==> config.mk <==
export PLATFORM = sky130hd
export DESIGN_NAME = fft_seq_ctrl
export DESIGN_NICKNAME = d
export VERILOG_FILES = /design/src/rtl/fft_seq_ctrl.sv
export SDC_FILE = /design/constraint.sdc
export NUM_CORES = 1
export LEC_CHECK = 0
export CELL_PAD_IN_SITES_DETAIL_PLACEMENT = 0
export CELL_PAD_IN_SITES_GLOBAL_PLACEMENT = 1
export CORE_MARGIN = 2
export CORE_UTILIZATION = 44
export CTS_CLUSTER_SIZE = 28
export DETAILED_ROUTE_END_ITERATION = 7
export MAX_ROUTING_LAYER = met4
export PLACE_DENSITY_LB_ADDON = 0.05
export SYNTH_ARGS = -nofsm -noshare
export SYNTH_HDL_FRONTEND = slang
export SYNTH_SLANG_ARGS = --single-unit
==> constraint.sdc <==
create_clock -name i_clk -period 2.9 [get_ports i_clk]
set_input_delay 0.29 -clock i_clk [delete_from_list [all_inputs] [get_ports i_clk]]
set_output_delay 0.29 -clock i_clk [all_outputs]
set_load 0.005 [all_outputs]
==> src/rtl/fft_seq_ctrl.sv <==
// fft_seq_ctrl: top-level sequencer for the in-place radix-2 DIT FFT engine.
// Loads MAX_N host samples into bank 0 in bit-reversed order, then re-arms the
// DIT address generator and issues one butterfly per cycle. Each butterfly
// write-back is delayed by BF_LATENCY cycles, the ping-pong banks are swapped
// between stages, and the result is streamed out in natural order.
// Optional build macro: FFT_SEQ_CTRL_CHECK_EN adds the sticky AGU
// consistency checker that drives o_err; without it o_err is tied low.
module fft_seq_ctrl #(
    parameter int MAX_N      = 32,
    parameter int ADDR_WIDTH = $clog2(MAX_N),
    parameter int BF_LATENCY = 2
) (
    input  logic                  i_clk,
    input  logic                  i_rst_n,
    input  logic                  i_start,
    input  logic                  i_in_valid,
    output logic                  o_in_ready,
    output logic                  o_load_we,
    output logic [ADDR_WIDTH-1:0] o_load_addr,
    output logic                  o_agu_reset_n,
    output logic                  o_next_step,
    input  logic                  i_agu_done_stage,
    input  logic                  i_agu_done_fft,
    output logic                  o_wb_we,
    output logic                  o_bank_sel,
    output logic                  o_out_valid,
    input  logic                  i_out_ready,
    output logic [ADDR_WIDTH-1:0] o_out_addr,
    output logic                  o_out_last,
    output logic                  o_busy,
    output logic                  o_done,
    output logic                  o_err
);

    // Counters carry one extra bit so terminal compares never alias on wrap.
    localparam int CW    = ADDR_WIDTH + 1;
    localparam int LOG2N = $clog2(MAX_N);

    localparam logic [CW-1:0] LAST_SAMPLE = CW'(MAX_N - 1);
    localparam logic [CW-1:0] LAST_BFLY   = CW'(MAX_N / 2 - 1);
    localparam logic [CW-1:0] LAST_STAGE  = CW'(LOG2N - 1);

    typedef enum logic [2:0] {
        S_IDLE,
        S_LOAD,
        S_ARM,
        S_ISSUE,
        S_DRAIN,
        S_SWAP,
        S_UNLOAD
    } state_t;

    state_t                r_state;
    state_t                w_nextState;
    logic [CW-1:0]         r_loadCnt;
    logic [CW-1:0]         r_bflyCnt;
    logic [CW-1:0]         r_stageCnt;
    logic [CW-1:0]         r_outCnt;
    logic                  r_bankSel;
    logic [BF_LATENCY-1:0] r_wbPipe;
    logic [BF_LATENCY-1:0] w_pipeShift;
    logic                  w_inReady;
    logic                  w_nextStep;
    logic                  w_outValid;
    logic                  w_armStrobe;
    logic                  w_loadHs;
    logic                  w_outHs;
    logic [ADDR_WIDTH-1:0] w_loadAddr;

    // Contents of the write-back pipe after the next edge when nothing new is
    // shifted in; DRAIN ends once this is empty.
    assign w_pipeShift = r_wbPipe << 1;

    // FSM state register.
    always_ff @(posedge i_clk or negedge i_rst_n) begin
        if (!i_rst_n) begin
            r_state <= S_IDLE;
        end else begin
            r_state <= w_nextState;
        end
    end

    // Next-state decode and the per-state strobes.
    always_comb begin
        w_nextState = r_state;
        w_inReady   = 1'b0;
        w_nextStep  = 1'b0;
        w_outValid  = 1'b0;
        w_armStrobe = 1'b0;
        case (r_state)
            S_IDLE: begin
                if (i_start) begin
                    w_nextState = S_LOAD;
                end
            end
            S_LOAD: begin
                w_inReady = 1'b1;
                if (i_in_valid && (r_loadCnt == LAST_SAMPLE)) begin
                    w_nextState = S_ARM;
                end
            end
            S_ARM: begin
                w_armStrobe = 1'b1;
                w_nextState = S_ISSUE;
            end
            S_ISSUE: begin
                w_nextStep = 1'b1;
                if (r_bflyCnt == LAST_BFLY) begin
                    w_nextState = S_DRAIN;
                end
            end
            S_DRAIN: begin
                if (w_pipeShift == '0) begin
                    w_nextState = S_SWAP;
                end
            end
            S_SWAP: begin
                if (r_stageCnt == LAST_STAGE) begin
                    w_nextState = S_UNLOAD;
                end else begin
                    w_nextState = S_ISSUE;
                end
            end
            S_UNLOAD: begin
                w_outValid = 1'b1;
                if (i_out_ready && (r_outCnt == LAST_SAMPLE)) begin
                    w_nextState = S_IDLE;
                end
            end
            default: begin
                w_nextState = S_IDLE;
            end
        endcase
    end

    assign w_loadHs = i_in_valid & w_inReady;
    assign w_outHs  = w_outValid & i_out_ready;

    // Load, butterfly, stage and unload counters plus the bank select; every
    // counter only moves on its own handshake or issue cycle.
    always_ff @(posedge i_clk or negedge i_rst_n) begin
        if (!i_rst_n) begin
            r_loadCnt  <= '0;
            r_bflyCnt  <= '0;
            r_stageCnt <= '0;
            r_outCnt   <= '0;
            r_bankSel  <= 1'b0;
        end else begin
            case (r_state)
                S_IDLE: begin
                    if (i_start) begin
                        r_loadCnt  <= '0;
                        r_bflyCnt  <= '0;
                        r_stageCnt <= '0;
                        r_outCnt   <= '0;
                        r_bankSel  <= 1'b0;
                    end
                end
                S_LOAD: begin
                    if (w_loadHs) begin
                        r_loadCnt <= r_loadCnt + 1'b1;
                    end
                end
                S_ARM: begin
                    r_bflyCnt <= '0;
                end
                S_ISSUE: begin
                    r_bflyCnt <= r_bflyCnt + 1'b1;
                end
                S_SWAP: begin
                    r_bankSel  <= ~r_bankSel;
                    r_stageCnt <= r_stageCnt + 1'b1;
                    r_bflyCnt  <= '0;
                end
                S_UNLOAD: begin
                    if (w_outHs) begin
                        r_outCnt <= r_outCnt + 1'b1;
                    end
                end
                default: begin
                end
            endcase
        end
    end

    // Write-back delay line: each issue strobe re-emerges BF_LATENCY cycles later.
    always_ff @(posedge i_clk or negedge i_rst_n) begin
        if (!i_rst_n) begin
            r_wbPipe <= '0;
        end else begin
            r_wbPipe <= w_pipeShift | BF_LATENCY'(w_nextStep);
        end
    end

    // Bank-0 load address is the bit-reverse of the load count.
    always_comb begin
        w_loadAddr = '0;
        for (int i = 0; i < ADDR_WIDTH; i++) begin
            w_loadAddr[i] = r_loadCnt[ADDR_WIDTH-1-i];
        end
    end

    assign o_in_ready    = w_inReady;
    assign o_load_we     = w_loadHs;
    assign o_load_addr   = w_loadAddr;
    assign o_agu_reset_n = i_rst_n & ~w_armStrobe;
    assign o_next_step   = w_nextStep;
    assign o_wb_we       = r_wbPipe[BF_LATENCY-1];
    assign o_bank_sel    = r_bankSel;
    assign o_out_valid   = w_outValid;
    assign o_out_addr    = r_outCnt[ADDR_WIDTH-1:0];
    assign o_out_last    = w_outValid & (r_outCnt == LAST_SAMPLE);
    assign o_busy        = (r_state != S_IDLE);
    assign o_done        = w_outHs & (r_outCnt == LAST_SAMPLE);

`ifdef FFT_SEQ_CTRL_CHECK_EN
    logic r_lastStepSeen;
    logic r_inUnload;
    logic r_err;

    // Sticky AGU cross-check: done_stage must follow each stage's final issue,
    // and done_fft must already be up when unloading begins.
    always_ff @(posedge i_clk or negedge i_rst_n) begin
        if (!i_rst_n) begin
            r_lastStepSeen <= 1'b0;
            r_inUnload     <= 1'b0;
            r_err          <= 1'b0;
        end else begin
            r_lastStepSeen <= (r_state == S_ISSUE) && (r_bflyCnt == LAST_BFLY);
            r_inUnload     <= (r_state == S_UNLOAD);
            if (r_lastStepSeen && !i_agu_done_stage) begin
                r_err <= 1'b1;
            end
            if ((r_state == S_UNLOAD) && !r_inUnload && !i_agu_done_fft) begin
                r_err <= 1'b1;
            end
        end
    end

    assign o_err = r_err;
`else
    logic w_unusedAgu;
    assign w_unusedAgu = i_agu_done_stage ^ i_agu_done_fft;
    assign o_err       = 1'b0;
`endif

endmodule
==> results of run 1 <==
==> final cells by class <==
| class | count | share of cell area (%) |
|---|---|---|
| well taps | 48 | 3.04 |
| multi-input cells | 124 | 41.3 |
| clock buffers | 7 | 3.87 |
| inverters | 4 | 0.761 |
| flip-flops and latches | 30 | 38.0 |
| repair buffers | 26 | 12.9 |
==> metrics by stage <==
step	utilization [%]	worst slack (ns)	cell area (sq um)	power [mW]
finish	53.5	0.423	1970	1.39
global route	53.5	0.247	1970	1.49
CTS	53.5	0.405	1970	1.41
detailed placement	51.4	0.701	1900	1.09
global placement	51.4	0.741	1900	1.08
floorplan	-	1.44	1710	0.949
==> worst register-to-register path: stages (launching register included) <==
cell	delay (ns)
dfrtp_1	0.56
nor4b_2	0.56
buf_4	0.26
nor2_1	0.05
a22o_1	0.19
==> kinds of logic (layout without fill, tap and decap cells) <==
| family | count (synthesis) | in the layout | synth area share, % |
|---|---|---|---|
| multiplexers | 4 | 4 | 2.41 |
| adder cells (fa/ha/maj) | 5 | 5 | 3.66 |
| buffers and inverters | 23 | 37 | 8.41 |
| AO/OA/AOI/OAI | 33 | 33 | 13.5 |
| XOR/XNOR | 8 | 8 | 4.10 |
| other | 1 | 1 | 0.219 |
| flip-flops | 30 | 30 | 43.9 |
| AND/OR/NAND/NOR | 73 | 73 | 23.8 |
==> state kept, by name (all words and copies together) (netlist names) <==
| signal | flops |
|---|---|
| r_bflyCnt | 6 |
| r_loadCnt | 6 |
| r_outCnt | 6 |
| r_stageCnt | 6 |
| r_state | 3 |
| r_wbPipe | 2 |
| o_bank_sel | 1 |
==> cell usage in the layout (no fill, tap or decap), types with 2 or more instances in the layout <==
cell type        count
clkbuf_8             5
ha_1                 5
xor2_1               4
a22o_1               3
nand3b_1             5
nor3b_1              3
dfrtp_1             30
nand3_1              6
mux2i_1              3
or2_2                2
o31ai_1              4
nand4_1              5
o21ai_0             11
clkbuf_1             2
and4_1               2
inv_1                4
nor2_1              15
nor2b_1              2
xnor2_1              4
nor3_1               4
clkdlybuf4s50_1     24
and3_1               3
buf_4                2
a21oi_1              2
nand2_1             17
==> final timing paths <==
kind                                        startpoint                 endpoint  slack [ns]  cells past startpoint
worst max-delay path            r_state[0]$_DFFE_PN0P_                o_load_we        0.42                      3
worst min-delay path             r_wbPipe[0]$_DFF_PN0_    r_wbPipe[1]$_DFF_PN0_        0.37                      0
worst max register to register  r_state[0]$_DFFE_PN0P_  r_outCnt[1]$_DFFE_PN0P_        1.18                      4
worst min register to register   r_wbPipe[0]$_DFF_PN0_    r_wbPipe[1]$_DFF_PN0_        0.37                      0
max in group asynchronous                      i_rst_n  r_outCnt[4]$_DFFE_PN0P_        2.11                      2
min in group asynchronous                      i_rst_n  r_outCnt[2]$_DFFE_PN0P_        0.50                      2
==> power by group through the flow <==
stage	sequential [mW]	combinational, mW	clock (mW)
finish	0.633	0.455	0.299
global route	0.652	0.505	0.331
CTS	0.631	0.459	0.315
detailed placement	0.638	0.457	0
global placement	0.636	0.447	0
floorplan	0.580	0.369	0
==> layer usage <==
metal	global-route usage, %	part of all wire [%]	vias to the layer above	wire length [microns]
met3	4.09	2.9	2	99
met4	5.36	0.67	0	23
met2	29.9	51	16	1730
met1	21.1	46	623	1570
li1	-	-	646	-
met5	-	0	-	0
==> run_results.csv, run 1 <==
group,metric,value,unit
run_status,status,"completed",
yosys,ys_ff_latch,30,
yosys,synth_top_cell_by_area,"dfrtp_1",
clocking,clk_latency,0.27,ns
routing,firstDrtPassIters,4,
setup_path,required,2.61,ns
sta,slew_headroom,63.6,%
power,p_seq_share,45.6,%
flow_run,cap_violations,0,
yosys,synth_area,1710,sq um
finish,regArea,751,sq um
yosys,yosysWarnings,0,
routing,drt_iter0_drc,42,
routing,wl_per_cell,14.3,microns
setup_path,slowest_delay,0.66,ns
finish,fillerInstances,358,
yosys,synthTopCellsByCount,"30 x dfrtp_1, 17 x nand2_1, 15 x nor2_1",
yosys,yosys_most_used_dff,"dfrtp_1",
yosys,synth_edf_count,0,
sta,fin_skew,0.00335,ns
clocking,cts_tree,"yes",
clocking,cts_resized,0,
floorplan,design.core.area,3690,sq um
yosys,synth_area_leaders,"dfrtp_1 44%, buf_4 6.1%, nand2_1 3.7%, ha_1 3.7%, nor2_1 3.3%",
yosys,syn_inst,177,
sta,setup_viol,0,
power,p_sw,0.467,mW
finish,insertedDiodeCount,0,
routing,ant_nets,0,
setup_path,cpMaxStageDelayCell,"dfrtp_1",
clocking,numCtsBuffers,5,
place,hpwl,2450,microns
setup_path,criticalPathCategory,"flip-flop to output port",
place,place_congestion,0.801,
yosys,yosysTopAreaCellShare,43.9,%
finish,syn_to_final_growth,15.4,%
yosys,synthesis.nets,189,
power,sw_frac_of_total,33.6,%
place,dpl.cell_count,232,
floorplan,rows,22,
sta,clock.fmax,404,MHz
clocking,clockBufferDepth,2,
min_path,hold_class,"flip-flop to flip-flop",
yosys,yosysUniqueCellTypes,48,
routing,route.detailed.drc,0,
clocking,cts_max_level,2,
finish,multi_input_area,816,sq um
global_route,grt-ovfl-total,0,
clocking,post_cts_buffers,0,
setup_path,cp.arrival,2.19,ns
floorplan,die_h,66.3,microns
floorplan,initial_core_util,46.4,%
clocking,cts_root_buf,"clkbuf_8",
finish,fin_cells,239,
place,portBuffers,24,
sta,finalMaxSlewViolations,0,
sta,hold_viol,0,
sta,worst_pin_slew,0.545,ns
global_route,grtUsageTotal,17.7,%
global_route,grt_pass1_vias,1273,
sta,post-route-period-util,85.4,%
sta,rsz0062_at_grt,"false",
floorplan,io_pins,28,
yosys,ys_seq_area_share,43.9,%
power,p_leak,0.855,nW
power,internal-power,0.920,mW
global_route,grt_pass1_wl,5730,microns
clocking,cts_sinks,30,
setup_path,cp-end-kind,"output port",
finish,layout-drive-gt1-share,7.33,%
sta,hold_ws,0.372,ns
power,peakVddDrop,0.510,mV
sta,tns,0,ns
setup_path,path_max_fanout,17,
power,power_frac_clock,21.6,%
power,p_per_area,703,nW/um^2
routing,routed_wl,3420,microns
setup_path,critPathTopFamily,"simple AND/OR/NAND/NOR gates",
yosys,syn_avg_cell_area,9.66,sq um
floorplan,die-area,4400,sq um
global_route,grt_max_degree,31,
sta,fin_crit,2.48,ns
yosys,synthArstFlopShare,100,%
power,pwr-share-comb,32.8,%
yosys,yosys.cell_count.top_type,"dfrtp_1",
setup_path,path_buf_inv,1,
clocking,holdBufCountCts,0,
routing,num_vias,1287,
setup_path,crit_path_start_kind,"flip-flop",
global_route,antenna_found_initial,0,
setup_path,crit_chain,"nor3b_1 > and2_1 > clkdlybuf4s50_1",
clocking,cts.clk_slew.worst_paths,0.06,ns
routing,via_per_inst,5.38,
finish,nNetsFinal,203,
floorplan,die_w,66.3,microns
Power figures use the tool's default switching activity.
==> run 2: changes to the inputs <==
--- a/config.mk
+++ b/config.mk
@@ -13,6 +13,7 @@
 export DETAILED_ROUTE_END_ITERATION = 7
 export MAX_ROUTING_LAYER = met4
 export PLACE_DENSITY_LB_ADDON = 0.05
+export SKIP_LAST_GASP = 1
 export SYNTH_ARGS = -nofsm -noshare
 export SYNTH_HDL_FRONTEND = slang
 export SYNTH_SLANG_ARGS = --single-unit
==> results of run 2 <==
Same layout as run 1: the final DEF is identical, and so are final timing and power.
==> run 3: changes to the inputs <==
--- a/config.mk
+++ b/config.mk
@@ -6,11 +6,12 @@
 export NUM_CORES = 1
 export LEC_CHECK = 0
 export CELL_PAD_IN_SITES_DETAIL_PLACEMENT = 0
-export CELL_PAD_IN_SITES_GLOBAL_PLACEMENT = 1
+export CELL_PAD_IN_SITES_GLOBAL_PLACEMENT = 2
 export CORE_MARGIN = 2
-export CORE_UTILIZATION = 44
+export CORE_UTILIZATION = 42
 export CTS_CLUSTER_SIZE = 28
 export DETAILED_ROUTE_END_ITERATION = 7
+export DONT_BUFFER_PORTS = 1
 export MAX_ROUTING_LAYER = met4
 export PLACE_DENSITY_LB_ADDON = 0.05
 export SKIP_LAST_GASP = 1
==> run 3 against run 2 <==
Effect of this change: global-route usage rose by 0.46 points; utilization shrank 8.8 points; hold slack worse by 0.047 ns; sequential power rose by 2%; wire length up 4.7%; setup slack improved by 0.36 ns; non-clock buffer count fell by 23; clock power rose by 16%; flip-flop and latch count unchanged; die area up 4.5%; highest routed layer unchanged.
==> run_results.csv, run 3 (synthesized netlist as in run 1, its figures left out) <==
group,metric,value,unit
global_route,antenna_found_initial,0,
global_route,grt_pass1_wl,6040,microns
min_path,hold_class,"input pin to flip-flop",
sta,tns,0,ns
setup_path,r2r_end,"r_outCnt[1]$_DFFE_PN0P_",
sta,rsz0062_at_grt,"false",
routing,ant_nets,0,
global_route,grt_pass1_vias,1284,
finish,regArea,751,sq um
finish,fin_area,1770,sq um
finish,post-route-util,44.6,%
finish,insertedDiodeCount,0,
sta,finalMaxSlewViolations,0,
place,dpl.cell_count,209,
finish,layout-drive-gt1-share,9.47,%
setup_path,cpMaxStageDelayCell,"dfrtp_1",
place,placed_area,1650,sq um
setup_path,crit_cells,2,
sta,worst_pin_slew,0.647,ns
setup_path,cp-end-kind,"output port",
setup_path,criticalPathCategory,"flip-flop to output port",
routing,wl_per_cell,16.3,microns
routing,routed_wl,3580,microns
floorplan,die-area,4600,sq um
routing,via_per_inst,5.78,
global_route,grtUsageTotal,18.2,%
floorplan,rows,23,
routing,route.detailed.drc,0,
global_route,grt-ovfl-total,0,
power,p_per_area,758,nW/um^2
floorplan,initial_core_util,43.1,%
place,hpwl,2450,microns
floorplan,design.core.area,3970,sq um
place,place_congestion,0.760,
setup_path,critPathTopFamily,"simple AND/OR/NAND/NOR gates",
place,pre_cts_slack,1.04,ns
clocking,cts_tree,"yes",
sta,post-route-period-util,73.1,%
finish,multi_input_area,816,sq um
sta,hold_viol,0,
setup_path,required,2.61,ns
sta,setup_ws,0.780,ns
clocking,clockBufferDepth,2,
finish,syn_to_final_growth,3.66,%
setup_path,startpoint,"r_state[0]$_DFFE_PN0P_",
routing,num_vias,1266,
setup_path,path_buf_inv,0,
sta,fin_skew,0.00434,ns
finish,final_common_cell,"dfrtp_1",
flow_run,cap_violations,0,
power,peakVddDrop,0.275,mV
finish,fillerInstances,395,
setup_path,crit_chain,"nor3b_1 > and2_1",
finish,fin_cells,219,
setup_path,cp.arrival,1.83,ns
finish,nNetsFinal,180,
clocking,cts_root_buf,"clkbuf_8",
clocking,cts_sinks,30,
clocking,cts_resized,0,
setup_path,rrSetupSlack,1.04,ns
min_path,min_to,"r_state[2]$_DFFE_PN0P_",
floorplan,die_w,67.8,microns
routing,firstDrtPassIters,4,
setup_path,path_max_fanout,17,
clocking,cts.clk_slew.worst_paths,0.07,ns
power,p_leak,0.787,nW
sta,setup_viol,0,
clocking,clk_latency,0.28,ns
setup_path,r2r-start,"r_state[0]$_DFFE_PN0P_",
clocking,post_cts_buffers,0,
min_path,min_from,"i_out_ready",
routing,drt_iter0_drc,78,
floorplan,io_pins,28,
setup_path,slowest_delay,0.68,ns
sta,clock.fmax,472,MHz
min_path,holdPathStages,3,
setup_path,crit_path_start_kind,"flip-flop",
setup_path,reg2reg_depth,4,
floorplan,die_h,67.8,microns
clocking,numCtsBuffers,5,
clocking,cts_max_level,2,
sta,slew_headroom,56.8,%
finish,mostFrequentLayoutCells,"30 x dfrtp_1, 17 x nand2_1, 15 x nor2_1",
run_status,status,"completed",
sta,fin_crit,2.12,ns
place,portBuffers,0,
global_route,grt_max_degree,31,
## run 3: power by group
part	internal [mW]	switching [mW]	total (mW)
clock network	0.191	0.157	0.348
registers	0.512	0.132	0.644
logic	0.157	0.195	0.352
total	0.860	0.483	1.34
## run 3: worst max path at each step
stage,end,slack [ns]
after CTS,o_load_we,0.80
after global placement,o_load_we,1.11
final,o_load_we,0.78
after global routing,o_load_we,0.64
after floorplan,o_load_we,1.44
after detailed placement,r_outCnt[1]$_DFFE_PN0P_,1.04
## run 3: routing by layer
layer	track usage, %	vias to the layer above	part of all wire [%]
met5	-	-	0
met4	6.00	0	0.22
met3	5.43	2	3.9
met2	28.4	27	48
met1	22.6	630	48
li1	-	607	-
## run 3: final cells by class
class | count | share of cell area (%)
multi-input cells | 124 | 46.0
flip-flops and latches | 30 | 42.3
clock buffers | 7 | 4.87
well taps | 50 | 3.53
repair buffers | 3 | 2.12
inverters | 4 | 0.847
clock inverters | 1 | 0.282
## run 3: tightest hold or removal path: cells and delay by family
kind / cells / cell delay (ns)
and+or+nand+nor: 2 / 0.15
AOI/OAI and AO/OA: 1 / 0.13
## run 3: stage by stage
step | power (mW) | hold WS [ns]
after floorplan | 0.949 | -0.00559
after global placement | 0.979 | -0.00489
after detailed placement | 0.994 | -0.00485
after CTS | 1.36 | 0.311
after global routing | 1.45 | 0.342
final | 1.34 | 0.325
## run 3: what timing repair did
item,4_1_cts,5_1_grt
endpoints found under the setup margin,0,0
hold buffers,2,0
hold endpoints to repair,30,0
